--- src/rtl/traffic_phase_scheduler.sv ---
// Phase timing and emergency arbitration front-end for the four-phase traffic light FSM.
// Produces the green/yellow expiry strobes, pedestrian green extension and one-hot emergency grants.
module traffic_phase_scheduler #(
  parameter int GREEN_T  = 10,
  parameter int YELLOW_T = 3,
  parameter int PED_EXT  = 5,
  parameter int EMG_HOLD = 8,
  parameter int CNT_W    = 5
) (
  input  logic             clk_1hz,
  input  logic             rst,
  input  logic [2:0]       state,
  input  logic             emg_req_a,
  input  logic             emg_req_b,
  input  logic             ped_req_a,
  input  logic             ped_req_b,
  output logic             time1,
  output logic             time2,
  output logic             emergency_A,
  output logic             emergency_B,
  output logic             ped_walk_a,
  output logic             ped_walk_b,
  output logic [CNT_W-1:0] phase_cnt
);

  localparam logic [2:0] S0 = 3'd0;
  localparam logic [2:0] S1 = 3'd1;
  localparam logic [2:0] S2 = 3'd2;
  localparam logic [2:0] S3 = 3'd3;

  localparam logic [CNT_W-1:0] GREEN_C  = CNT_W'(GREEN_T);
  localparam logic [CNT_W-1:0] YELLOW_C = CNT_W'(YELLOW_T);
  localparam logic [CNT_W-1:0] PED_C    = CNT_W'(PED_EXT);
  localparam logic [CNT_W-1:0] EMG_C    = CNT_W'(EMG_HOLD);
  localparam logic [CNT_W-1:0] ONE_C    = CNT_W'(1);
  localparam logic [CNT_W-1:0] CNT_MAX  = {CNT_W{1'b1}};

  typedef enum logic [1:0] {
    GRANT_IDLE = 2'd0,
    GRANT_A    = 2'd1,
    GRANT_B    = 2'd2
  } grant_e;

  logic [2:0]       prev_state_q;
  logic [CNT_W-1:0] phase_cnt_q, phase_cnt_d;
  grant_e           grant_q, grant_d;
  logic             ptr_q, ptr_d;
  logic [CNT_W-1:0] hold_q, hold_d;
  logic             ped_a_q, ped_a_d, ped_b_q, ped_b_d;
  logic             ext_s0_q, ext_s0_d, ext_s2_q, ext_s2_d;

  logic             validState, phaseEntry, grantActive;
  logic             inS0, inS2, inYellow;
  logic             extS0, extS2;
  logic [CNT_W-1:0] cntNow, greenLast, holdInc;

  // The first cycle of a phase reads 0 even though the stored count still holds the old phase,
  // so a phase whose strobe fires at count N-1 lasts exactly N cycles.
  always_comb begin
    validState  = (state[2] == 1'b0);
    phaseEntry  = (state != prev_state_q);
    grantActive = (grant_q != GRANT_IDLE);
    inS0        = (state == S0);
    inS2        = (state == S2);
    inYellow    = (state == S1) || (state == S3);

    cntNow = (phaseEntry || grantActive || !validState) ? '0 : phase_cnt_q;

    extS0    = (inS0 && phaseEntry) ? ped_b_q : ext_s0_q;
    extS2    = (inS2 && phaseEntry) ? ped_a_q : ext_s2_q;
    ext_s0_d = extS0;
    ext_s2_d = extS2;

    greenLast = ((inS2 ? extS2 : extS0) ? (GREEN_C + PED_C) : GREEN_C) - ONE_C;

    if (grantActive || !validState)
      phase_cnt_d = '0;
    else if (phaseEntry)
      phase_cnt_d = ONE_C;
    else if (phase_cnt_q != CNT_MAX)
      phase_cnt_d = phase_cnt_q + ONE_C;
    else
      phase_cnt_d = phase_cnt_q;

    // A latch is cleared one edge after its serving phase ends; a new press on that edge still wins.
    if (ped_req_a && !inS2)
      ped_a_d = 1'b1;
    else if ((prev_state_q == S2) && !inS2)
      ped_a_d = 1'b0;
    else
      ped_a_d = ped_a_q | ped_req_a;

    if (ped_req_b && !inS0)
      ped_b_d = 1'b1;
    else if ((prev_state_q == S0) && !inS0)
      ped_b_d = 1'b0;
    else
      ped_b_d = ped_b_q | ped_req_b;
  end

  // Grant arbitration: contested requests from idle go to the pointer's road, an active grant
  // is never preempted, and the hold count includes the cycle it is evaluated in.
  always_comb begin
    grant_d = grant_q;
    ptr_d   = ptr_q;
    hold_d  = hold_q;
    holdInc = (hold_q < EMG_C) ? (hold_q + ONE_C) : hold_q;

    case (grant_q)
      GRANT_IDLE: begin
        if (emg_req_a && emg_req_b) begin
          grant_d = ptr_q ? GRANT_B : GRANT_A;
          ptr_d   = ~ptr_q;
          hold_d  = '0;
        end else if (emg_req_a) begin
          grant_d = GRANT_A;
          hold_d  = '0;
        end else if (emg_req_b) begin
          grant_d = GRANT_B;
          hold_d  = '0;
        end
      end
      GRANT_A: begin
        hold_d = holdInc;
        if (!emg_req_a && (holdInc >= EMG_C)) begin
          grant_d = emg_req_b ? GRANT_B : GRANT_IDLE;
          hold_d  = '0;
        end
      end
      GRANT_B: begin
        hold_d = holdInc;
        if (!emg_req_b && (holdInc >= EMG_C)) begin
          grant_d = emg_req_a ? GRANT_A : GRANT_IDLE;
          hold_d  = '0;
        end
      end
      default: begin
        grant_d = GRANT_IDLE;
        hold_d  = '0;
      end
    endcase
  end

  always_ff @(posedge clk_1hz or posedge rst) begin
    if (rst) begin
      prev_state_q <= S0;
      phase_cnt_q  <= '0;
      grant_q      <= GRANT_IDLE;
      ptr_q        <= 1'b0;
      hold_q       <= '0;
      ped_a_q      <= 1'b0;
      ped_b_q      <= 1'b0;
      ext_s0_q     <= 1'b0;
      ext_s2_q     <= 1'b0;
    end else begin
      prev_state_q <= state;
      phase_cnt_q  <= phase_cnt_d;
      grant_q      <= grant_d;
      ptr_q        <= ptr_d;
      hold_q       <= hold_d;
      ped_a_q      <= ped_a_d;
      ped_b_q      <= ped_b_d;
      ext_s0_q     <= ext_s0_d;
      ext_s2_q     <= ext_s2_d;
    end
  end

  assign time1       = !rst && (inS0 || inS2) && !grantActive && (cntNow >= greenLast);
  assign time2       = !rst && inYellow && !grantActive && (cntNow >= (YELLOW_C - ONE_C));
  assign ped_walk_a  = !rst && inS2 && extS2;
  assign ped_walk_b  = !rst && inS0 && extS0;
  assign phase_cnt   = cntNow;
  assign emergency_A = (grant_q == GRANT_A);
  assign emergency_B = (grant_q == GRANT_B);

endmodule

--- config.mk ---
export PLATFORM = sky130hd
export DESIGN_NAME = traffic_phase_scheduler
export DESIGN_NICKNAME = d
export VERILOG_FILES = /design/src/rtl/traffic_phase_scheduler.sv
export SDC_FILE = /design/constraint.sdc
export NUM_CORES = 1
export LEC_CHECK = 0
export ABC_AREA = 1
export CORE_MARGIN = 2
export CORE_UTILIZATION = 24
export CTS_CLUSTER_DIAMETER = 80
export DETAILED_ROUTE_END_ITERATION = 10
export PLACE_DENSITY_LB_ADDON = 0.12
export SLEW_MARGIN = 15
export SYNTH_ARGS = -nofsm -noshare
export SYNTH_HDL_FRONTEND = slang
export SYNTH_SLANG_ARGS = --single-unit
--- constraint.sdc ---
create_clock -name clk_1hz -period 4 [get_ports clk_1hz]
set_clock_uncertainty 0.15 [all_clocks]
set_input_delay 1.2 -clock clk_1hz [delete_from_list [all_inputs] [get_ports clk_1hz]]
set_output_delay 1.2 -clock clk_1hz [all_outputs]
set_load 0.02 [all_outputs]
After elaboration in Yosys (flattened, before gate mapping)
Index checks and enable logic that the tools add are counted.

word-level totals
  output and inout bits = 11
  register bits after elaboration = 20
  word-level logic and storage cells = 95

cells by class
  bitwise gates (word level) = 3
  magnitude comparators = 4
  mux-type cells = 28
  equality and inequality tests = 11
  add/sub/neg operators = 3
  reductions and logical operators = 37

operators by type and width
  cell                                                                           number
  5-bit 2-to-1 mux                                                               10
  1-bit logical AND                                                              19
  5-bit case mux with 3 select lines                                             1
  2-bit 2-to-1 mux                                                               7
  5-bit by 1-bit adder with 5-bit output (second input constant)                 2
  3-bit by 2-bit equality test with 1-bit output (second input constant)         3
  1-bit 2-to-1 mux                                                               8
  1-bit logical NOT                                                              6
  3-bit logical NOT                                                              2
  2-bit case mux with 3 select lines                                             1
  5-bit by 2-bit >= comparator with 1-bit output (second input constant)         1
  5-bit by 4-bit >= comparator with 1-bit output (second input constant)         1
  5-bit >= comparator                                                            1
  1-bit logical OR                                                               5
  5-bit by 4-bit less-than comparator with 1-bit output (second input constant)  1
  5-bit inequality test (second input constant)                                  1
  4-bit by 1-bit subtractor with 5-bit output (second input constant)            1
  2-bit by 1-bit inequality test with 1-bit output (second input constant)       2
  4-bit inequality test (second input constant)                                  1
  3-bit by 1-bit equality test with 1-bit output (second input constant)         1
  3-bit 2-to-1 mux                                                               1
  3-bit inequality test                                                          1
  3-bit AND reduction                                                            1
  3-bit nonzero test                                                             1
  7 further kinds                                                                8

Longest topological paths before layout
Gate-level depths: netlist of the first run.

  depth in word-level cells = 8
  gate-level depth with buffers = 17
  mapped depth without buffers = 17

Worst setup path before layout of the first run
OpenSTA, ideal clock, no wires.

  kind = input to output
  start point = in state[1]
  end point = out time1
  data required time = 2.650 ns
  arrival time = 2.833 ns
  setup slack = -0.183 ns
  stages on the path = 14
  cell sequence = inv_2 nand2_1 nand2_1 nand3_4 nor2_4 inv_2 nor2_1 ha_1 inv_1 nand2_1 nand2_1 nand2_1 nand3_2 a21oi_2

RTL lines
  item                            RTL line  source
  start: declaration              12        input logic [2:0] state,
  3-bit inequality test           61        phaseEntry = (state != prev_state_q);
  1-bit logical OR (2 in series)  67        cntNow = (phaseEntry || grantActive || !validState) ? '0 : phase_cnt_q;
  5-bit 2-to-1 mux                67
  net phase_cnt[1]                23        output logic [CNT_W-1:0] phase_cnt
  5-bit >= comparator             168       assign time1 = !rst && (inS0 || inS2) && !grantActive && (cntNow >= greenLast);
  1-bit logical AND               168
  end: declaration                17        output logic time1,

The timed path passes the listed nets, and every way through them passes these cells.

Final worst setup path of the first run
  start point = in state[2]
  end point = out time1

between the ends
  longest elaborated chain between the ends = 8

RTL lines
  item                                                 RTL line  source
  3-bit inequality test, or another cell as far along  61
  1-bit logical AND, on equally long branches          69, 70
  1-bit 2-to-1 mux, on equally long branches           69, 70
  1-bit 2-to-1 mux                                     74        greenLast = ((inS2 ? extS2 : extS0) ? (GREEN_C + PED_C) : GREEN_C) - ONE_C;
  3-bit 2-to-1 mux                                     74
  4-bit by 1-bit subtractor with 5-bit output          74
  5-bit >= comparator                                  168
  1-bit logical AND (*)                                168

Every way passes the cells marked *; elsewhere a longest branch is shown, timed or not.

==> results.json, run 1 <==
{
  "hold_path.class": "register to register",
  "ios": 20,
  "die_y_um": 78.2,
  "rsz0062_at_grt": "yes",
  "place_area_sq_um": 1800,
  "synth_fp_nets": 185,
  "worst_pin_slew_ns": 0.343,
  "htree_levels": 1,
  "drtAntennaViolNets": 0,
  "synth_simple_gate_area_frac": 0.297,
  "fp.dieArea_sq_um": 6110,
  "grt_pass1_wl_um": 5200,
  "yosysWarnings": 0,
  "cts_root_buf": "clkbuf_8",
  "min_period_over_period": 1.07,
  "grt_pass1_vias": 1195,
  "critPathArrivalTime_ns": 2.92,
  "grt_max_degree": 13,
  "synthMuxAreaShare": 0.00758,
  "grt_antenna_before_repair": 0,
  "netlist_area_sq_um": 1320,
  "cts_hold_buffers": 0,
  "relSlewSlack": 0.770,
  "power_leakage_nw": 0.933,
  "design.core.area_sq_um": 5410,
  "clock-sinks": 20,
  "ys_types": 31,
  "cts_made_buffers": 3,
  "max_cap_violations": 0,
  "violations": "setup timing",
  "synth_top_area_frac": 0.379,
  "fin_crit_ns": 4.27,
  "synth_top_family_by_area": "simple AND/OR/NAND/NOR gates",
  "worstPathRequired_ns": 2.65,
  "crit_type": "input port to output port",
  "final_layout_size_suffix_gt1_frac": 0.299,
  "grt_overflow_total": 0,
  "design_area_sq_um": 1920,
  "start_util": 0.244,
  "synth_top_cell_by_area": "dfrtp_1",
  "whs_ns": 0.326,
  "setup_viol": 1,
  "areaGrowthSynthToFinish_pct": 45.8,
  "synthTopCellsByArea": "dfrtp_1 38%, nand2_1 13%, ha_1 9.5%, inv_1 7.1%, nor2_1 4.0%",
  "grt.total_usage": 0.104,
  "nNetsFinal": 234,
  "synthAdderAreaFrac": 0.0948,
  "clk_pin_slew_ns": 0.08,
  "synth_xor_area_frac": 0.0455,
  "die_w_um": 78.2,
  "drc_errors": 0,
  "io_buffers": 19,
  "final_core_utilization": 0.356,
  "fmax_ghz": 0.234,
  "post-place-ws_ns": -1.25,
  "postLayoutSetupSlackWorst_ns": -0.266,
  "via_per_inst": 4.11,
  "wl_per_cell_um": 10.2,
  "dr.pass1.iters": 4,
  "fin_cells": 286,
  "worstPathMaxFanout": 5,
  "dp.cells": 280,
  "start_kind": "input port",
  "synth_seq_cells": 20,
  "dp_hpwl_um": 2400,
  "ys_seq_area_frac": 0.379,
  "place_congestion": 0.809,
  "p_per_area_nw_per_um2": 401,
  "syn_inst": 166,
  "vias": 1176,
  "end_kind": "output port",
  "rows": 27,
  "cts_buffer_depth": 2,
  "synth_compound_area_frac": 0.0967,
  "status": "finished with violations",
  "tritoncts": "built",
  "antenna_cells": 0,
  "final_max_slew_viol_count": 0,
  "routed_wl_um": 2930,
  "avgSynthCellArea_sq_um": 7.95,
  "ir_drop_mv": 0.190,
  "clk_latency_ns": 0.26,
  "finalHoldViolations": 0,
  "drtIter0Drc": 48
}
## routing by layer
| metal | vias up | routed length, um | GRT usage | share of wire |
|---|---|---|---|---|
| met3 | 2 | 66 | 0.0184 | 0.023 |
| met5 | - | 0 | 0 | 0 |
| met1 | 543 | 1400 | 0.127 | 0.48 |
| met2 | 12 | 1450 | 0.190 | 0.50 |
| li1 | 619 | - | - | - |
| met4 | 0 | 15 | 0.0263 | 0.0051 |
## metrics by stage
stage,total power [mW],TNS (ns)
5_1_grt,0.833,-0.376
4_1_cts,0.784,-0.310
3_3_place_gp,0.560,-5.01
3_5_place_dp,0.564,-5.16
2_1_floorplan,0.448,-0.0288
6_report,0.773,-0.266
## worst max-delay path: stages
cell	delay, ns
buf_8	0.10
or2_4	0.28
nor2_4	0.13
nand3_2	0.10
nand3b_1	0.14
nand2_4	0.08
ha_4	0.26
inv_2	0.03
nand2_2	0.04
nand2_1	0.04
nand2_1	0.06
nand2_1	0.06
nand2_2	0.07
nand3_2	0.07
a21oi_4	0.13
buf_6	0.13
## layout by cell type, fill, tap and decap left out, drive strengths merged
cell           netlist  routed
nand4                1       1
mux2i                1       1
a21oi                8       8
dfrtp               20      20
a21o                 1       1
nand3b               2       2
ha                  10      10
clkbuf               0       4
nand3                8       8
o21bai               1       1
o21a                 1       1
o41ai                1       1
xnor2                2       2
bufinv               0       1
nor3                 2       2
nand2               47      47
inv                 28      28
clkdlybuf4s50        0       7
o21ai                9       9
nor4                 1       1
buf                  0      29
or2                  1       1
xor2                 4       4
nor2                18      18
dlygate4sd2          0       7
## where the power goes
part | leakage, nW | internal [mW] | total [mW] | switching (mW)
Clock | 0.0357 | 0.134 | 0.204 | 0.0703
Combinational | 0.645 | 0.143 | 0.315 | 0.172
Sequential | 0.252 | 0.232 | 0.254 | 0.0218
Total | 0.933 | 0.509 | 0.773 | 0.264
## flip-flops by register name (all words and copies together) (netlist names)
signal,count
ext_s2_q,1
phase_cnt_q,5
ext_s0_q,1
ped_a_q,1
prev_state_q,3
ptr_q,1
grant_q,2
ped_b_q,1
hold_q,5
## final cells by class
class / instances / area, sq um
repair buffers: 44 / 367
clock buffers: 3 / 41.3
inverters: 28 / 105
clock inverters: 1 / 30.0
multi-input cells: 118 / 791
well taps: 72 / 90.1
fillers: 579 / 3480
flip-flops and latches: 20 / 500
## final timing paths
kind                             from              end  slack [ns]  depth (start not counted)
min in group asynchronous         rst  prev_state_q[2]        1.23                          3
max in group asynchronous         rst            ptr_q        2.30                          3
max reg2reg                grant_q[0]       grant_q[1]        2.30                          7
min reg2reg                     ptr_q            ptr_q        0.33                          1
min                             ptr_q            ptr_q        0.33                          1
max                          state[2]            time1       -0.27                         16
## Yosys cell counts
| master | instances |
|---|---|
| nand3_1 | 5 |
| xnor2_1 | 1 |
| ha_1 | 10 |
| nor3_1 | 1 |
| dfrtp_1 | 20 |
| xor2_1 | 4 |
| mux2i_1 | 1 |
| o21bai_1 | 1 |
| nand2_2 | 2 |
| inv_1 | 25 |
| nand3b_1 | 2 |
| or2_4 | 1 |
| nor3_2 | 1 |
| o21ai_1 | 1 |
| inv_2 | 3 |
| o21ai_0 | 8 |
| xnor2_2 | 1 |
| nor4_1 | 1 |
| nor2_4 | 1 |
| nor2_8 | 1 |
| nor2_2 | 2 |
| a21o_1 | 1 |
| nand3_2 | 2 |
| a21oi_1 | 5 |
| nand4_1 | 1 |
| o21a_1 | 1 |
| nand2_1 | 45 |
| a21oi_2 | 3 |
| nor2_1 | 14 |
| nand3_4 | 1 |
| o41ai_1 | 1 |
## cells by family (layout without fill, tap and decap cells)
family	after synthesis	in the layout
multiplexers	1	1
buffers and inverters	28	76
adder cells (fa/ha/maj)	10	10
AO/OA/AOI/OAI	21	21
flip-flops	20	20
AND/OR/NAND/NOR	80	80
XOR/XNOR	6	6
## what timing repair did
action,in CTS,in global routing
endpoints found under the setup margin,9,2
pin swaps,16,5
resized for setup,40,4
hold endpoints to repair,0,0
setup buffers,2,0
Power figures use the tool's default switching activity.
==> run 2, diff against run 1 <==
--- a/config.mk
+++ b/config.mk
@@ -10,7 +10,8 @@
 export CORE_UTILIZATION = 24
 export CTS_CLUSTER_DIAMETER = 80
 export DETAILED_ROUTE_END_ITERATION = 10
-export PLACE_DENSITY_LB_ADDON = 0.12
+export GPL_ROUTABILITY_DRIVEN = 0
+export PLACE_DENSITY = 0.5
 export SLEW_MARGIN = 15
 export SYNTH_ARGS = -nofsm -noshare
 export SYNTH_HDL_FRONTEND = slang
==> run 2 against run 1 <==
The flow still finishes with violations (setup timing). Fmax is 0.34% higher. First-iteration DRC count rose by 29%. Combinational power is 2% lower.
==> results.json, run 2 (synthesis gave the netlist of run 1 again) <==
{
  "grt.total_usage": 0.106,
  "grt_overflow_total": 0,
  "violations": "setup timing",
  "grt_max_degree": 13,
  "cts_root_buf": "clkbuf_8",
  "worst_pin_slew_ns": 0.302,
  "rows": 27,
  "nNetsFinal": 235,
  "cts_made_buffers": 3,
  "final_layout_size_suffix_gt1_frac": 0.284,
  "grt_antenna_before_repair": 0,
  "netSwitchingFraction": 0.348,
  "via_per_inst": 4.17,
  "fmax_ghz": 0.235,
  "power.switching_uw": 268,
  "crit_path_frequent_cell": "nand2_1",
  "p_int_uw": 503,
  "end_kind": "output port",
  "cp_cell_sequence": "buf_8, or2_4, nor2_4, nand3_2, nand3b_1, nand2_4, ha_4, inv_2, nand2_1, nand2_1, nand2_1, nand2_1, nand2_1, nand3_2, a21oi_4, buf_6",
  "drtIter0Drc": 62,
  "setup_viol": 1,
  "relSlewSlack": 0.798,
  "status": "finished with violations",
  "clk_latency_ns": 0.26,
  "wl_per_cell_um": 10.3,
  "clk_pin_slew_ns": 0.08,
  "die_w_um": 78.2,
  "start_util": 0.244,
  "r2r_slack_ns": 2.24,
  "cts_hold_buffers": 0,
  "clock-sinks": 20,
  "p_seq_frac": 0.332,
  "vias": 1196,
  "min_period_over_period": 1.06,
  "dp_hpwl_um": 2370,
  "areaGrowthSynthToFinish_pct": 45.4,
  "die_y_um": 78.2,
  "grt_pass1_wl_um": 5180,
  "final_cell_mix": "43 x nand2_1, 26 x buf_4, 24 x inv_1",
  "power_leakage_nw": 0.947,
  "crit_path_max_incr_delay_ns": 0.29,
  "hold_path.class": "register to register",
  "cts_buffer_depth": 2,
  "fin_crit_ns": 4.25,
  "p_per_area_nw_per_um2": 402,
  "max_cap_violations": 0,
  "design_area_sq_um": 1920,
  "postLayoutSetupSlackWorst_ns": -0.252,
  "final_core_utilization": 0.355,
  "path_delay_family": "simple AND/OR/NAND/NOR gates",
  "drc_errors": 0,
  "tritoncts": "built",
  "antenna_cells": 0,
  "grt_pass1_vias": 1139,
  "io_buffers": 19,
  "finalHoldViolations": 0,
  "worstPathRequired_ns": 2.65,
  "final_max_slew_viol_count": 0,
  "reg_top3": "hold_q (5), phase_cnt_q (5), prev_state_q (3)",
  "worstPathMaxFanout": 3,
  "ios": 20,
  "fin_cells": 287,
  "htree_levels": 1,
  "cp_num_buf_inv": 3,
  "start_kind": "input port",
  "layout_commonest_cell": "nand2_1",
  "power_frac_comb": 0.402,
  "place_area_sq_um": 1800,
  "clkPwrFrac": 0.266,
  "critPathArrivalTime_ns": 2.90,
  "design.core.area_sq_um": 5410,
  "routed_wl_um": 2970,
  "ir_drop_mv": 0.213,
  "slowest_stage": "or2_4",
  "crit_type": "input port to output port",
  "dr.pass1.iters": 4,
  "fp.dieArea_sq_um": 6110,
  "dp.cells": 280,
  "drtAntennaViolNets": 0,
  "rsz0062_at_grt": "yes"
}
## run 2: cell types whose count changed in the layout (fill, tap and decap cells not counted), sizes merged
cell / change
dlygate4sd2: -2
buf: +1
clkdlybuf4s15: +1
dlymetal6s2s: +1
## run 2: final timing paths
path | start | to | depth (start not counted)
worst max-delay path | state[0] | time1 | 16
worst min-delay path | ptr_q | ptr_q | 1
worst max register to register | grant_q[1] | phase_cnt_q[1] | 10
worst min register to register | ptr_q | ptr_q | 1
max in group asynchronous | rst | hold_q[1] | 3
min in group asynchronous | rst | prev_state_q[0] | 3
## run 2: per-layer routing
layer / GRT usage / wire (um)
met2: 0.174 / 1330
met4: 0.0298 / 23
met5: 0 / 0
met1: 0.143 / 1510
met3: 0.0218 / 102
## run 2: power groups by stage
stage / Sequential [mW] / Clock (mW) / Combinational, mW
after detailed placement: 0.260 / 0 / 0.300
after global routing: 0.260 / 0.222 / 0.351
after global placement: 0.260 / 0 / 0.302
final: 0.256 / 0.205 / 0.310
after CTS: 0.256 / 0.214 / 0.312
after floorplan: 0.256 / 0 / 0.191
## run 2: area by class of cell
| type | instances | area [sq um] |
|---|---|---|
| fill | 573 | 3490 |
| multi-input combinational | 118 | 769 |
| sequential | 20 | 500 |
| timing repair buffer | 45 | 383 |
| inverter | 28 | 105 |
| tap | 72 | 90.1 |
| clock buffer | 3 | 41.3 |
| clock inverter | 1 | 30.0 |
## run 2: through the flow
stage | worst slack, ns | hold slack [ns] | setup TNS (ns) | power, mW
global placement | -1.19 | 0.318 | -5.35 | 0.563
global route | -0.398 | 0.347 | -0.398 | 0.833
finish | -0.252 | 0.324 | -0.252 | 0.771
CTS | -0.262 | 0.330 | -0.262 | 0.782
detailed placement | -1.19 | 0.316 | -5.33 | 0.561
floorplan | -0.0288 | 0.295 | -0.0288 | 0.448
## run 2: what timing repair did
| action | in CTS | in global routing |
|---|---|---|
| setup endpoints to repair | 9 | 3 |
| gates resized for setup | 36 | 5 |
| pin swaps | 16 | 14 |
| setup buffers | 2 | 1 |
==> RTL change 1: new RTL, flow settings as in run 1 <==
Register the inputs `state`, `emg_req_a`, `emg_req_b`, `ped_req_a` and `ped_req_b` before use. The logic sees them one clock later.
--- a/src/rtl/traffic_phase_scheduler.sv
+++ b/src/rtl/traffic_phase_scheduler.sv
@@ -43,2 +43,16 @@
 
+  logic [2:0] state_q;
+  logic emg_req_a_q;
+  logic emg_req_b_q;
+  logic ped_req_a_q;
+  logic ped_req_b_q;
+
+  always_ff @(posedge clk_1hz) begin
+    state_q     <= state;
+    emg_req_a_q <= emg_req_a;
+    emg_req_b_q <= emg_req_b;
+    ped_req_a_q <= ped_req_a;
+    ped_req_b_q <= ped_req_b;
+  end
+
   logic [2:0]       prev_state_q;
@@ -59,8 +73,8 @@
   always_comb begin
-    validState  = (state[2] == 1'b0);
-    phaseEntry  = (state != prev_state_q);
+    validState  = (state_q[2] == 1'b0);
+    phaseEntry  = (state_q != prev_state_q);
     grantActive = (grant_q != GRANT_IDLE);
-    inS0        = (state == S0);
-    inS2        = (state == S2);
-    inYellow    = (state == S1) || (state == S3);
+    inS0        = (state_q == S0);
+    inS2        = (state_q == S2);
+    inYellow    = (state_q == S1) || (state_q == S3);
 
@@ -85,3 +99,3 @@
     // A latch is cleared one edge after its serving phase ends; a new press on that edge still wins.
-    if (ped_req_a && !inS2)
+    if (ped_req_a_q && !inS2)
       ped_a_d = 1'b1;
@@ -90,5 +104,5 @@
     else
-      ped_a_d = ped_a_q | ped_req_a;
+      ped_a_d = ped_a_q | ped_req_a_q;
 
-    if (ped_req_b && !inS0)
+    if (ped_req_b_q && !inS0)
       ped_b_d = 1'b1;
@@ -97,3 +111,3 @@
     else
-      ped_b_d = ped_b_q | ped_req_b;
+      ped_b_d = ped_b_q | ped_req_b_q;
   end
@@ -110,3 +124,3 @@
       GRANT_IDLE: begin
-        if (emg_req_a && emg_req_b) begin
+        if (emg_req_a_q && emg_req_b_q) begin
           grant_d = ptr_q ? GRANT_B : GRANT_A;
@@ -114,6 +128,6 @@
           hold_d  = '0;
-        end else if (emg_req_a) begin
+        end else if (emg_req_a_q) begin
           grant_d = GRANT_A;
           hold_d  = '0;
-        end else if (emg_req_b) begin
+        end else if (emg_req_b_q) begin
           grant_d = GRANT_B;
@@ -124,4 +138,4 @@
         hold_d = holdInc;
-        if (!emg_req_a && (holdInc >= EMG_C)) begin
-          grant_d = emg_req_b ? GRANT_B : GRANT_IDLE;
+        if (!emg_req_a_q && (holdInc >= EMG_C)) begin
+          grant_d = emg_req_b_q ? GRANT_B : GRANT_IDLE;
           hold_d  = '0;
@@ -131,4 +145,4 @@
         hold_d = holdInc;
-        if (!emg_req_b && (holdInc >= EMG_C)) begin
-          grant_d = emg_req_a ? GRANT_A : GRANT_IDLE;
+        if (!emg_req_b_q && (holdInc >= EMG_C)) begin
+          grant_d = emg_req_a_q ? GRANT_A : GRANT_IDLE;
           hold_d  = '0;
@@ -155,3 +169,3 @@
     end else begin
-      prev_state_q <= state;
+      prev_state_q <= state_q;
       phase_cnt_q  <= phase_cnt_d;
Behaviour: not the same (a bounded check fails within 4 cycles, from zero or initial values and one cycle with rst high).
==> RTL change 1 against run 1 <==
Power fell by 0.27%. Area after synthesis rose by 12%. Sequential power rose by 30%. Clock power fell by 23%. Die area rose by 11%. Routed wire length fell by 5.0%. Sequential cell count rose by 7. Design area fell by 3.4%. Worst setup slack improved by 550 ps. Critical path type unchanged.
==> RTL change 1: results (changes against run 1) <==
[outcome]
outcome=finished, final reports clean

[min_path]
hp-start=state_q[1]
holdPathEnd=prev_state_q[1]
hold_depth=0  ; -1

[clocking]
clk_pin_slew_ps=100  ; +20 ps
post_cts_buffers=0  ; -2

[detailed_routing]
vias_per_cell=4.05  ; -1.5%
wire_per_inst_um=10.0  ; -1.9%
drt_iter0_markers=67  ; +40%

[logic_synthesis]
ys_seq_area_frac=0.434  ; +0.0548
yosys.cell_types.count=32  ; +3.2%
synthArstFlopShare=0.741  ; -0.259
synth_cells=173  ; +4.2%
synth_commonest_cells=39 x nand2_1, 28 x inv_1, 20 x dfrtp_1
syn-num-nets=192  ; +3.8%
synthTopCellsByArea=dfrtp_1 34%, nand2_1 9.9%, dfxtp_1 9.5%

[setup_path]
r2r-start=phase_cnt_q[1]
worstSetupStartpoint=rst
path_max_fanout=3  ; -2
arrival_ps=2370  ; -550 ps
reg2reg_slack_ps=2320  ; +20 ps
reg2regPathDepth=9  ; +2
r2r-end=phase_cnt_q[0]

[grt]
grt_pass1_vias=1049  ; -12%
grt_pass1_wl_um=4880  ; -6.1%
grt.total_usage=0.0932  ; -0.0113
grt_max_degree=17  ; +4

[timing]
holdWs_ps=251  ; -75.3 ps
worst_pin_slew_ps=343  ; +0.412 ps

[finish]
instances_no_fill=277  ; -3.1%
nets=222  ; -5.1%
drive_gt1_frac=0.168  ; -0.131
reg.largest.list=hold_q x5, phase_cnt_q x5

[power]
leakage_nw=0.917  ; -1.8%
max-vdd-ir-drop_uv=175  ; -7.8%

[placed_design]
dp_cells=273  ; -2.5%
gp_congestion=0.708  ; -13%
place_area_um2=1810  ; +0.28%

-- RTL change 1: cell count changes after synthesis, sizes merged, moves of 2 or more --
cell   change
dfxtp      +7
inv        +3
nand3      +2
o21ai      -3
nand2      -3
-- RTL change 1: layout make-up --
class	count	area [µm²]
timing repair buffer	25	235
multi-input combinational	115	722
clock buffer	3	41.3
clock inverter	1	7.51
fill	640	4060
sequential	27	642
tap	75	93.8
inverter	31	116
-- RTL change 1: cells by family (layout without fill, tap and decap cells) --
family | after synthesis | count (layout) | synth area share
flops | 27 | 27 | 0.434
xor+xnor | 6 | 6 | 0.0407
simple gates | 78 | 78 | 0.271
buf+inv | 31 | 60 | 0.0788
fa+ha+maj | 10 | 10 | 0.0847
compound gates | 20 | 20 | 0.0839
mux | 1 | 1 | 0.00678
-- RTL change 1: where the power goes --
group          leakage [nW]  internal [mW]  switching [mW]
sequential            0.312          0.305          0.0248
clock                0.0217         0.0706          0.0867
combinational         0.584          0.124           0.159
total                 0.917          0.500           0.270
-- RTL change 1: repair_timing --
item,CTS,global route
setup endpoints to repair,1,3
gates resized for setup,1,7
gates cloned,0,0
-- RTL change 1: per-stage QoR --
| stage | utilization | worst slack (ps) |
|---|---|---|
| finish | 0.314 | 279 |
| global route | 0.314 | 1.81 |
| CTS | 0.313 | 2.94 |
| detailed placement | 0.305 | 9.83 |
| global placement | 0.305 | 9.19 |
| floorplan | - | 411 |
-- RTL change 1: worst max-delay path by stage --
| stage | to | slack (ps) | depth (start not counted) |
|---|---|---|---|
| floorplan | time1 | 410 | 15 |
| global placement | time2 | 9 | 5 |
| detailed placement | time2 | 10 | 5 |
| CTS | time2 | 3 | 5 |
| global route | time1 | 2 | 16 |
| finish | ped_walk_a | 280 | 3 |
-- RTL change 1: worst max-delay path: stages --
cell and delay (ps):
clkdlybuf4s50_1 450, nor2_2 120, clkdlybuf4s50_1 600
-- RTL change 1: metal layers --
metal	vias up	routed length, µm	global-route usage
li1	600	-	-
met1	504	1520	0.134
met2	16	1150	0.139
met3	2	85	0.0163
met4	0	25	0.0350
met5	-	0	0
==> RTL change 2: new RTL, config.mk and constraints of run 1 <==
Without the edit above. The parameter `CNT_W` goes from 5 to 10.
--- a/src/rtl/traffic_phase_scheduler.sv
+++ b/src/rtl/traffic_phase_scheduler.sv
@@ -7,3 +7,3 @@
   parameter int EMG_HOLD = 8,
-  parameter int CNT_W    = 5
+  parameter int CNT_W    = 10
 ) (
Interface: changed (resized phase_cnt); port bits go from 20 to 25. The function was not compared with the original's and may differ.
==> RTL change 2 against run 1 <==
The flow still finishes with violations (setup timing). Sequential share of layout area rose by 1.0 points. Area after synthesis grew 43%. Design area grew 44%. Via count up 53%. Count of clock-buffer cells in the layout is 2 higher. Power up 33%. Die area is 41% higher. Cell count grew 49%. Sequential cell count is 10 higher. Worst setup slack worse by 140 ps. Clock power is 56% higher. Routed wire length rose by 69%. Highest routed layer unchanged.
==> RTL change 2: results (changes against run 1) <==
[grt]
grt_pass1_wl_um=8360  ; +61%
grt_max_degree=20  ; +7
grt.total_usage=0.123  ; +0.0188

[clocking]
worstSkewPairLatency_ps=300  ; +40 ps
cts_htree_levels=2  ; +1
cts_inserted_buffers=5  ; +2
clk_pin_slew_ps=70

[setup_path]
path_max_fanout=4  ; -1
arrival_ps=3060  ; +140 ps

[logic_synthesis]
syn-num-nets=271  ; +46%
ys_seq_area_frac=0.398  ; +0.0187
synthTopCellsByArea=dfrtp_1 40%, nand2_1 9.9%, inv_1 8.2%
synth_commonest_cells=50 x nand2_1, 41 x inv_1, 30 x dfrtp_1, 30 x nand3_1, 26 x nor2_1
yosys.cell_types.count=32  ; +3.2%
synth_cells=253  ; +52%

[outcome]
violations=setup timing
outcome=finished, violations left

[placed_design]
dp_cells=406  ; +45%
gp_congestion=0.732  ; -9.6%
dp_hpwl_um=3680  ; +54%
place_ws_ps=-1360  ; -109 ps
port_buffers=24  ; +5

[power]
max-vdd-ir-drop_uv=198  ; +4.7%
leakage_nw=1.36  ; +46%

[finish]
reg.largest.list=hold_q x10, phase_cnt_q x10, prev_state_q x3
drive_gt1_frac=0.316  ; +0.0167
nets=340  ; +45%

[timing]
layout_setup_ws_ps=-410  ; -143 ps
setup-tns-final_ps=-410  ; -143 ps
worst_pin_slew_ps=506  ; +163 ps
setup_viol=1  ; unchanged

[detailed_routing]
drt_iter0_markers=35  ; -27%
dr_total_vias=1804  ; +53%
wire_per_inst_um=11.7  ; +14%

==> RTL change 2: cell types whose count changed after synthesis, sizes merged, moves of 4 or more <==
cell   before  now
nand2      47   55
nor2       18   29
nand3       8   30
nand4       1    5
inv        28   43
o21ai       9   19
dfrtp      20   30
==> RTL change 2: power by group <==
| group | switching, mW | internal, mW |
|---|---|---|
| sequential | 0.0245 | 0.331 |
| clock | 0.133 | 0.185 |
| combinational | 0.209 | 0.145 |
==> RTL change 2: final timing paths <==
kind                       cells past startpoint  slack, ps            start              end
max                                           19       -410         state[1]            time1
min                                            1        330            ptr_q            ptr_q
max reg2reg                                   12       1930  prev_state_q[1]   phase_cnt_q[9]
min reg2reg                                    1        330            ptr_q            ptr_q
max in group asynchronous                      3       2090              rst            ptr_q
min in group asynchronous                      2       1080              rst  prev_state_q[0]
==> RTL change 2: logic make-up after synthesis <==
logic type      share of synthesized area
fa+ha+maj                          0.0597
simple gates                        0.317
compound gates                      0.111
flops                               0.398
buf+inv                            0.0962
xor+xnor                           0.0186
==> RTL change 2: routing by layer <==
layer	global-route usage	vias up	wire [µm]
li1	-	958	-
met1	0.177	812	2530
met2	0.182	27	2170
met3	0.0269	7	178
met4	0.0441	0	71
met5	0	-	0
==> RTL change 2: metrics by stage <==
stage | utilization | total power, mW | hold WS [ps]
2_1_floorplan | - | 0.565 | 296
3_3_place_gp | 0.330 | 0.698 | 315
3_5_place_dp | 0.330 | 0.694 | 313
4_1_cts | 0.351 | 1.02 | 329
5_1_grt | 0.361 | 1.10 | 387
6_report | 0.361 | 1.03 | 329
==> RTL change 2: layout make-up <==
class,count,area (µm²)
well taps,102,128
inverters,44,184
clock inverters,3,45.0
multi-input cells,177,1070
flip-flops and latches,30,751
repair buffers,64,531
fillers,820,4910
clock buffers,5,68.8
==> RTL change 2: timing repair <==
item	in CTS	in global routing
resized for setup	45	37
setup endpoints to repair	14	12
buffers inserted	8	5
gates cloned	0	0
hold buffers	0	0
pin swaps	14	19
